===== config.mk =====
export PLATFORM = sky130hd
export DESIGN_NAME = mips_mc_ctrl
export DESIGN_NICKNAME = d
export VERILOG_FILES = /design/src/rtl/mips_mc_ctrl.sv
export SDC_FILE = /design/constraint.sdc
export NUM_CORES = 1
export LEC_CHECK = 0
export CAP_MARGIN = 25
export CORE_MARGIN = 3
export CORE_UTILIZATION = 45
export DETAILED_ROUTE_END_ITERATION = 10
export PLACE_DENSITY = 0.85
export SYNTH_ARGS = -nofsm -noshare
export SYNTH_HDL_FRONTEND = slang
export SYNTH_SLANG_ARGS = --single-unit

===== constraint.sdc =====
create_clock -name CLK -period 3.2 [get_ports CLK]
set_input_delay 0.8 -clock CLK [delete_from_list [all_inputs] [get_ports CLK]]
set_output_delay 0.8 -clock CLK [all_outputs]
set_load 0.01 [all_outputs]

===== src/rtl/mips_mc_ctrl.sv =====
// Multicycle MIPS sequencing controller: a Moore FSM that walks each instruction
// through fetch/decode/execute/memory/writeback and drives the datapath controls.
module mips_mc_ctrl #(
  parameter logic [3:0] RESET_STATE = 4'd0
) (
  input  logic       CLK,
  input  logic       RST,
  input  logic [5:0] OP,
  input  logic [5:0] FUNCT,
  input  logic       ZERO,
  input  logic       MEM_READY,
  output logic       MEM_REQ,
  output logic       IORD,
  output logic       MEMWRITE,
  output logic       IRWRITE,
  output logic       REGDST,
  output logic       MEM2REG,
  output logic       REGWRITE,
  output logic       ALUSRCA,
  output logic [1:0] ALUSRCB,
  output logic [1:0] PCSRC,
  output logic       PC_EN,
  output logic [2:0] ALU_CONTROL,
  output logic       ILLEGAL
);

  typedef enum logic [3:0] {
    FETCH  = 4'd0,
    DECODE = 4'd1,
    MEMADR = 4'd2,
    MEMRD  = 4'd3,
    MEMWB  = 4'd4,
    MEMWR  = 4'd5,
    EXEC   = 4'd6,
    ALUWB  = 4'd7,
    BRANCH = 4'd8,
    ADDIEX = 4'd9,
    ADDIWB = 4'd10,
    JUMP   = 4'd11,
    HALT   = 4'd12
  } state_t;

  localparam state_t     RST_STATE = state_t'(RESET_STATE);
  localparam logic [5:0] OP_RTYPE  = 6'b000000;
  localparam logic [5:0] OP_LW     = 6'b100011;
  localparam logic [5:0] OP_SW     = 6'b101011;
  localparam logic [5:0] OP_BEQ    = 6'b000100;
  localparam logic [5:0] OP_ADDI   = 6'b001000;
  localparam logic [5:0] OP_J      = 6'b000010;
  localparam logic [2:0] ALU_ADD   = 3'b010;
  localparam logic [2:0] ALU_SUB   = 3'b110;
  localparam logic [2:0] ALU_AND   = 3'b000;
  localparam logic [2:0] ALU_OR    = 3'b001;
  localparam logic [2:0] ALU_SLT   = 3'b111;

  state_t     state_q, state_d;
  logic       illegal_q, illegal_d;
  logic       funct_ok;
  logic [2:0] exec_alu;

  always_comb begin
    // NOTE: every combinational output gets a default first so no path infers a latch.
    funct_ok = 1'b1;
    exec_alu = ALU_ADD;
    case (FUNCT)
      6'b100000: exec_alu = ALU_ADD;
      6'b100010: exec_alu = ALU_SUB;
      6'b100100: exec_alu = ALU_AND;
      6'b100101: exec_alu = ALU_OR;
      6'b101010: exec_alu = ALU_SLT;
      default:   funct_ok = 1'b0;
    endcase
  end

  always_comb begin
    state_d   = state_q;
    illegal_d = illegal_q;
    case (state_q)
      FETCH:  if (MEM_READY) state_d = DECODE;
      DECODE: begin
        case (OP)
          OP_LW, OP_SW: state_d = MEMADR;
          OP_RTYPE:     state_d = EXEC;
          OP_BEQ:       state_d = BRANCH;
          OP_ADDI:      state_d = ADDIEX;
          OP_J:         state_d = JUMP;
          default: begin
            state_d   = HALT;
            illegal_d = 1'b1;
          end
        endcase
      end
      MEMADR: state_d = (OP == OP_SW) ? MEMWR : MEMRD;
      MEMRD:  if (MEM_READY) state_d = MEMWB;
      MEMWR:  if (MEM_READY) state_d = FETCH;
      EXEC: begin
        if (funct_ok) begin
          state_d = ALUWB;
        end else begin
          state_d   = HALT;
          illegal_d = 1'b1;
        end
      end
      ADDIEX: state_d = ADDIWB;
      MEMWB, ALUWB, BRANCH, ADDIWB, JUMP: state_d = FETCH;
      default: state_d = HALT;
    endcase
  end

  always_ff @(posedge CLK) begin
    // NOTE: sequential state uses non-blocking assignments so every flop samples pre-edge values.
    if (RST) begin
      state_q   <= RST_STATE;
      illegal_q <= 1'b0;
    end else begin
      state_q   <= state_d;
      illegal_q <= illegal_d;
    end
  end

  // Reset forces the FETCH look with its strobes suppressed, which also kills a pending write.
  always_comb begin
    MEM_REQ     = 1'b0;
    IORD        = 1'b0;
    MEMWRITE    = 1'b0;
    IRWRITE     = 1'b0;
    REGDST      = 1'b0;
    MEM2REG     = 1'b0;
    REGWRITE    = 1'b0;
    ALUSRCA     = 1'b0;
    ALUSRCB     = 2'b00;
    PCSRC       = 2'b00;
    PC_EN       = 1'b0;
    ALU_CONTROL = ALU_ADD;
    if (RST) begin
      MEM_REQ = 1'b1;
      ALUSRCB = 2'b01;
    end else begin
      case (state_q)
        FETCH: begin
          MEM_REQ = 1'b1;
          ALUSRCB = 2'b01;
          IRWRITE = MEM_READY;
          PC_EN   = MEM_READY;
        end
        DECODE: ALUSRCB = 2'b11;
        MEMADR: begin
          ALUSRCA = 1'b1;
          ALUSRCB = 2'b10;
        end
        MEMRD: begin
          MEM_REQ = 1'b1;
          IORD    = 1'b1;
        end
        MEMWB: begin
          MEM2REG  = 1'b1;
          REGWRITE = 1'b1;
        end
        MEMWR: begin
          MEM_REQ  = 1'b1;
          IORD     = 1'b1;
          MEMWRITE = 1'b1;
        end
        EXEC: begin
          ALUSRCA     = 1'b1;
          ALU_CONTROL = exec_alu;
        end
        ALUWB: begin
          REGDST   = 1'b1;
          REGWRITE = 1'b1;
        end
        BRANCH: begin
          ALUSRCA     = 1'b1;
          ALU_CONTROL = ALU_SUB;
          PCSRC       = 2'b01;
          PC_EN       = ZERO;
        end
        ADDIEX: begin
          ALUSRCA = 1'b1;
          ALUSRCB = 2'b10;
        end
        ADDIWB: REGWRITE = 1'b1;
        JUMP: begin
          PCSRC = 2'b10;
          PC_EN = 1'b1;
        end
        default: ;
      endcase
    end
  end

  assign ILLEGAL = illegal_q;

endmodule


# ---- Word-level counts from Yosys, hierarchy flattened
# Index checks and enable logic that the tools add are counted.
dict set report op_classes {
  mux 36
  eq_ne 26
  n_reduce_logical 14
}
# op count
set op_table {}
lappend op_table {{equality test 6 bit, second input constant} 7}
lappend op_table {{case mux 4 bit (8 select lines)} 1}
lappend op_table {{2-to-1 mux 1 bit} 20}
lappend op_table {{case mux 4 bit (5 select lines)} 1}
lappend op_table {{equality test 4 x 3 -> 1 bit, second input constant} 4}
lappend op_table {{equality test 4 bit, second input constant} 4}
lappend op_table {{2-to-1 mux 4 bit} 4}
lappend op_table {{case mux 3 bit (4 select lines)} 1}
lappend op_table {{!= test 2 bit, second input constant} 5}
lappend op_table {{OR reduction 5 bit} 2}
lappend op_table {{equality test 4 x 2 -> 1 bit, second input constant} 2}
lappend op_table {{equality test 6 x 2 -> 1 bit, second input constant} 1}
lappend op_table {{equality test 6 x 3 -> 1 bit, second input constant} 1}
lappend op_table {{equality test 6 x 4 -> 1 bit, second input constant} 1}
lappend op_table {{logical NOT 6 bit} 1}
lappend op_table {{2-to-1 mux 3 bit} 2}
lappend op_table {{case mux 2 bit (3 select lines)} 1}
lappend op_table {{case mux 3 bit (2 select lines)} 1}
lappend op_table {{AND reduction 3 bit} 2}
lappend op_table {{OR reduction 2 bit} 3}
lappend op_table {{OR reduction 3 bit} 2}
lappend op_table {{OR reduction 6 bit} 1}
lappend op_table {{equality test 4 x 1 -> 1 bit, second input constant} 1}
lappend op_table {{logical NOT 4 bit} 1}
lappend op_table {{other kinds (6)} 7}
dict set report word_totals {
  in_bits 16
  reg_bits 5
}

# ---- Depth between registers and ports, before layout
# Gate-level depths: netlist of the first run.
dict set report depth {
  word_depth 5
  ltp_mapped 5
}

# ---- Least setup slack after synthesis of the first run
# OpenSTA, ideal clock, no wires.
dict set report synth_path {
  kind {input to output}
  from {in FUNCT[0]}
  to {out ALU_CONTROL[2]}
  arrival_ns 1.525
  required_ns 2.400
  path_stages 3
  slack_ns 0.875
  path_buffers 0
  cell_sequence {nor3b_1 > nand4_1 > a211oi_1}
}
dict set report synth_between {
  elab_chain_cells 4
  word_cells_on_any_way 7
  classes_between {eq/ne: 4; mux: 3}
}
# item line_no
set synth_rtl {}
lappend synth_rtl {{start: declaration} 9} ;# input logic [5:0] FUNCT,
lappend synth_rtl {{equality test 6 bit} 65} ;# case (FUNCT)
lappend synth_rtl {{case mux 3 bit (4 select lines) (*)} 65}
lappend synth_rtl {{case mux 3 bit (2 select lines) (*)} 139} ;# case (state_q)
lappend synth_rtl {{2-to-1 mux 3 bit (*)} 135} ;# if (RST) begin
lappend synth_rtl {{end: declaration} 23} ;# output logic [2:0] ALU_CONTROL,
# Mark *: on every way between the ends. The rest lies on a longest branch, timed or not.

# ---- Worst setup path in the final report of the first run
dict set report layout_path {
  from {in ZERO}
  to {out PC_EN}
}
dict set report layout_between {
  elab_chain_cells 2
}
# item line_no
set layout_rtl {}
lappend layout_rtl {{start: declaration} 10} ;# input logic ZERO,
lappend layout_rtl {{case mux 1 bit (3 select lines)} 139}
lappend layout_rtl {{2-to-1 mux 1 bit} 135}
lappend layout_rtl {{end: declaration} 22} ;# output logic PC_EN,
# Every way passes these cells.

==> results of run 1 <==
[sequential cells by signal, summed over array words and instances, names as in the netlist]
name	cells
state_q	4
ILLEGAL	1
[cell families (layout without fill, tap and decap cells)]
logic type      after synthesis  in the layout
compound gates               29             29
flops                         5              5
mux                           1              1
xor+xnor                      3              3
fa+ha+maj                     1              1
simple gates                 61             61
buf+inv                      13             47
[worst register-to-register path: cells and delay by family (launching register included)]
kind	cells	cell delay, ns
AO/OA/AOI/OAI	3	0.42
buffers and inverters	1	0.25
flip-flops	1	0.59
AND/OR/NAND/NOR	1	0.35
[layout by cell type (no fill, tap or decap), types with 3 or more instances in the layout]
| cell type | synthesis | final |
|---|---|---|
| a31oi_1 | 5 | 5 |
| nor2b_1 | 3 | 3 |
| clkbuf_4 | 0 | 3 |
| clkdlybuf4s50_1 | 0 | 29 |
| nand3_1 | 6 | 6 |
| nor3_1 | 13 | 13 |
| dfxtp_1 | 5 | 5 |
| a21oi_1 | 5 | 5 |
| buf_4 | 2 | 9 |
| nor2_1 | 8 | 7 |
| nor4_1 | 3 | 3 |
| o21ai_0 | 4 | 4 |
| nand2b_1 | 5 | 5 |
| nand2_1 | 9 | 9 |
| and3_1 | 3 | 3 |
[area by class of cell]
cell class / count / area share [%]
multi-input combinational: 95 / 52.0
timing repair buffer: 41 / 34.4
sequential: 5 / 8.80
clock buffer: 4 / 2.31
tap: 16 / 1.76
inverter: 2 / 0.660
[Yosys cell counts (all sizes together) (2+ instances only)]
cell type and count:
nand2 10, nor2b 3, and3 3, buf 7, o21ai 4, nor4 3, a211oi 2, dfxtp 5
a31oi 5, nand3 6, nor3 13, o211ai 2, a21boi 2, or2 2, xor2 2, inv 2
nand4 2, a21oi 5, nor3b 2, nor2 8, clkbuf 4, nand2b 5
[power groups by stage]
stage	clock (W)	combinational (W)	sequential, W
2_1_floorplan	0	0.000116	0.0000763
3_5_place_dp	0	0.000173	0.0000891
3_3_place_gp	0	0.000170	0.0000893
6_report	0.0000708	0.000174	0.0000885
5_1_grt	0.0000796	0.000193	0.0000908
4_1_cts	0.0000744	0.000173	0.0000881
[per-layer routing]
metal	GRT usage [%]	part of all wire, %	vias up
li1	-	-	492
met1	29.6	45	418
met2	37.1	49	35
met3	4.60	5.9	0
met4	0.552	0	0
met5	0	0	-
[final timing paths]
path / start / endpoint / slack (ns) / cells past startpoint
worst max register to register: state_q[0] / state_q[2] / 1.51 / 5
worst min register to register: ILLEGAL / ILLEGAL / 0.53 / 2
worst min-delay path: ILLEGAL / ILLEGAL / 0.53 / 2
worst max-delay path: ZERO / PC_EN / 0.1 / 5
[stage by stage]
stage	total power [W]	hold WS [ns]	area, sq um
5_1_grt	0.000363	0.563	1140
6_report	0.000334	0.525	1140
3_3_place_gp	0.000259	0.512	1100
4_1_cts	0.000336	0.537	1120
2_1_floorplan	0.000192	0.546	753
3_5_place_dp	0.000262	0.528	1100
==> impl_metrics.toml, run 1 <==
[route]
vias = 945
wl_per_cell_um = 13.1
vias_per_cell = 5.80
drt_pass1_iterations = 4
drcViolationCount = 0
antenna_left = 0
drtIter0Drc = 42
totalWireLength_um = 2140

[sta]
slew_viol_final = 0
fin_worst_skew_ns = 0.00464
worst_slack_ns = 0.0989
finalCritPeriodShare_pct = 96.9
slew_headroom_pct = 62.7
tightestPinTransition_ns = 0.558
fin_tns_setup_ns = 0
fmax_ghz = 0.322
hold_viol_final = 0
setup_viol = 0
rsz0062_at_grt = "false"
fin_crit_ns = 3.10

[floorplan]
die_y_um = 46.9
io_pins = 33
rows = 14
chipWidth_um = 46.9
core-area_sq_um = 1540
start_util_pct = 48.9
die_area_sq_um = 2200

[setup_path]
crit_path_cell_trace = "clkdlybuf4s50_1, nor3b_1, o21ai_0, a21boi_0, clkdlybuf4s50_1"
critPathMaxStageDelay_ns = 0.57
crit_fanout = 1
worstPathArrival_ns = 2.30
end_kind = "primary output"
cpMostUsedCell = "clkdlybuf4s50_1"
worst-path-buf-inv = 2
startpoint_type = "input port"
worstSetupPathType = "in2out"
cpMaxStageDelayCell = "clkdlybuf4s50_1"
critPathTopFamily = "buffers and inverters"
cp.required_ns = 2.40

[synthesis]
ys.flop_type = "dfxtp_1"
synthesis.nets = 129
synth.area.top_cells = "dfxtp_1 13%, nor3_1 8.6%, nand2_1 4.5%, a31oi_1 4.2%, nand2b_1 4.2%"
synth_top_area_cell = "dfxtp_1"
synth-adder-area-share_pct = 1.33
yosysWarnings = 0
yosys.area_share.simple_pct = 44.0
ys_seq_area_share_pct = 13.3
synthesis.area_sq_um = 753
synth_cells = 113
synth_edf_count = 0
ys_types = 42
synth_mux_area_share_pct = 1.33
syn_avg_cell_area_sq_um = 6.67
ys_ff_latch = 5
synth-compound-area-share_pct = 27.4
synth_top_family_by_area = "simple AND/OR/NAND/NOR gates"
async_reset_ff_share_pct = 0
synth_top_area_share_pct = 13.3
synth_xor_area_share_pct = 3.49

[pwr]
peakVddDrop_mv = 0.382
p_seq_share_pct = 26.5
powerDensity_nw_per_um2 = 293
p_sw_share_pct = 37.4
power_frac_clock_pct = 21.2
power_frac_comb_pct = 52.3
internal-power_w = 0.000209
leakagePower_nw = 0.441
p_sw_w = 0.000125

[placement]
place_inst = 159
dp_slack_ns = -0.0927
hpwlAfterDp_um = 1750
gp_congestion = 0.878
port_buffers = 32

[clock_tree]
postCtsHoldBufs = 0
clock_path_buffers = 2
path_clk_slew_ns = 0.04
cts-resized-gates = 1
cts.sinks = 5
htree_levels = 1
cts_buffers = 3
cts_tree = "yes"
cts_setup_buffers = 0
root_buffer = "clkbuf_4"
clk_latency_ns = 0.24

[cells_and_area]
fill_cells = 124
layout-drive-gt1-share_pct = 12.9
multi_input_area_sq_um = 592
antennaDiodeCount = 0
area_delta_synth_final_pct = 51.0
layout.nets = 164
fin_cells = 163
finalCoreUtilization_pct = 73.8
seq_area_sq_um = 100

[global_route]
grt_pass1_wl_um = 3570
overflow = 0
grt_start_max_net_pins = 20
grt_usage_pct = 21.7
grt_antenna_before_repair = 0
first_global_vias = 824

[run]
cap_violations = 0

[hold_path]
hold_class = "reg2reg"

[run_status]
outcome = "finished, final reports clean"
(Power assumes the default switching activity.)
==> run 2, diff against run 1 <==
Settings changed: ABC_AREA set to 1, DONT_BUFFER_PORTS set to 1, PLACE_DENSITY 0.85 to unset, REMOVE_ABC_BUFFERS set to 1.
==> run 2 against run 1 <==
Effect of this change: count of clock-buffer cells in the layout is the same; critical path type is now reg2out; global-route usage fell by 5.7 points; synthesized cell count is 19% higher; critical path depth up 1; core utilization down 21 points; largest cell class unchanged; fmax increased by 30%; critical endpoint is now ALU_CONTROL[0]; largest power group unchanged; via count decreased by 15%; worst hold slack better by 0.028 ns; final cell count shrank 6.1%; sequential share of layout area grew 5.4 points; final area shrank 38%; first-iteration DRC count is 2.4% lower.
==> impl_metrics.toml, run 2 <==
[run_status]
outcome = "finished, final reports clean"

[setup_path]
worstReg2RegStart = "state_q[2]"
end_kind = "primary output"
critPathMaxStageDelay_ns = 0.46
worstSetupPathType = "reg2out"
worstSetupStartpoint = "state_q[2]"
crit_path_cell_trace = "nand2_1, nor2_2, inv_2, nor2_1, nand4_1, o32ai_1"
cp.required_ns = 2.40
worstPathArrival_ns = 1.59
cpMaxStageDelayCell = "dfxtp_1"
crit_fanout = 6
startpoint_type = "flop"

[clock_tree]
htree_levels = 1
cts_tree = "yes"
cts-resized-gates = 0
cts.sinks = 5
path_clk_slew_ns = 0.04
root_buffer = "clkbuf_4"
cts_buffers = 3
cts_setup_buffers = 0
clk_latency_ns = 0.24
postCtsHoldBufs = 0
clock_path_buffers = 2

[route]
antenna_left = 0
totalWireLength_um = 1570
wl_met3_um = 162
drt_pass1_iterations = 4
route.top_layer_used = "met4"
drtIter0Drc = 41
vias = 802
wl_met2_um = 675
drt-met1-wl_um = 722
wl_per_cell_um = 10.3
drcViolationCount = 0
vias_per_cell = 5.24

[synthesis]
synth-compound-area-share_pct = 12.5
synth_edf_count = 0
synth_top_family_by_area = "simple AND/OR/NAND/NOR gates"
ys_seq_area_share_pct = 15.1
synth_mux_area_share_pct = 0
synth.area.top_cells = "nand2_1 19%, nor2_1 18%, dfxtp_1 15%, inv_1 11%, nand3_1 11%"
async_reset_ff_share_pct = 0
synth.most_common_cell = "nand2_1"
synth_top_area_cell = "nand2_1"
ys.flop_type = "dfxtp_1"
synth_commonest_cells = "33 x nand2_1, 32 x nor2_1, 19 x inv_1"
synth_xor_area_share_pct = 0
synth_top_area_share_pct = 18.7
synthesis.area_sq_um = 662
ys_types = 16
yosysWarnings = 0
ys_ff_latch = 5
yosys.area_share.simple_pct = 58.2
synth_cells = 135
syn_avg_cell_area_sq_um = 4.90
synth-adder-area-share_pct = 0

[floorplan]
die_area_sq_um = 1970
start_util_pct = 49.6
rows = 13
core-area_sq_um = 1330
die_y_um = 44.4
io_pins = 33
chipWidth_um = 44.4

[cells_and_area]
layout_common_cells = "33 x nand2_1, 32 x nor2_1, 19 x inv_1"
layout.nets = 155
antennaDiodeCount = 0
finalCoreUtilization_pct = 52.7
layout_commonest_cell = "nand2_1"
area_delta_synth_final_pct = 6.24
largest_register_ffs = 4
regMostFlops = "state_q"
multi_input_area_sq_um = 468
fin_cells = 153
seq_area_sq_um = 100
layout-drive-gt1-share_pct = 10.9
fill_cells = 161

[global_route]
grt_antenna_before_repair = 0
grt_start_max_net_pins = 16
overflow = 0
first_global_vias = 616
grt_pass1_wl_um = 2350
grt_usage_pct = 16.0

[sta]
slew_headroom_pct = 71.0
setup_viol = 0
fin_crit_ns = 2.39
worst_slack_ns = 0.812
rsz0062_at_grt = "false"
fin_tns_setup_ns = 0
slew_viol_final = 0
finalCritPeriodShare_pct = 74.6
hold_slack_ns = 0.553
hold_viol_final = 0
fin_worst_skew_ns = 0.00110
fmax_ghz = 0.419
tightestPinTransition_ns = 0.434

[placement]
gp_congestion = 0.853
hpwlAfterDp_um = 1290
dp_slack_ns = 0.867
port_buffers = 0
place_inst = 149

[run]
cap_violations = 0

[pwr]
leakagePower_nw = 0.363
peakVddDrop_mv = 0.401
powerDensity_nw_per_um2 = 640

[hold_path]
hold_class = "reg2reg"
min_from = "ILLEGAL"
-- run 2: worst max-delay path, delay by kind of cell (launching register included) --
family | cells | cell delay, ns
compound gates | 1 | 0.27
buf+inv | 1 | 0.07
flops | 1 | 0.46
simple gates | 4 | 0.55
-- run 2: kinds of logic after synthesis --
group,count (synthesis)
and+or+nand+nor,90
buffers and inverters,25
AOI/OAI and AO/OA,15
DFF,5
-- run 2: path summary, 6_finish.rpt --
| path | endpoint | slack, ns | depth (start not counted) |
|---|---|---|---|
| worst max-delay path | ALU_CONTROL[0] | 0.81 | 6 |
| worst min-delay path | ILLEGAL | 0.55 | 2 |
| worst max register to register | state_q[2] | 1.86 | 7 |
| worst min register to register | ILLEGAL | 0.55 | 2 |
-- run 2: where the power goes --
| group | switching (W) | internal, W | leakage (nW) |
|---|---|---|---|
| logic | 0.000179 | 0.0000817 | 0.307 |
| clock network | 0.0000239 | 0.0000470 | 0.0150 |
| registers | 0.0000321 | 0.0000858 | 0.0410 |
-- run 2: per-stage QoR --
step           total power, W  area, sq um
2_1_floorplan        0.000334          658
3_3_place_gp         0.000377          677
3_5_place_dp         0.000378          677
4_1_cts              0.000454          703
5_1_grt              0.000500          703
6_report             0.000450          703
-- run 2: area by class of cell --
class                           instances  share of cell area [%]
Multi-Input combinational cell        105                    66.5
Clock buffer                            4                    3.74
Sequential cell                         5                    14.2
Tap cell                               15                    2.67
Inverter                               24                    12.8
-- run 2: metal layers --
| metal | up-vias | global-route usage [%] |
|---|---|---|
| met4 | 0 | 9.04 |
| met1 | 332 | 21.1 |
| met3 | 2 | 3.25 |
| li1 | 431 | - |
| met5 | - | 0 |
| met2 | 37 | 24.1 |
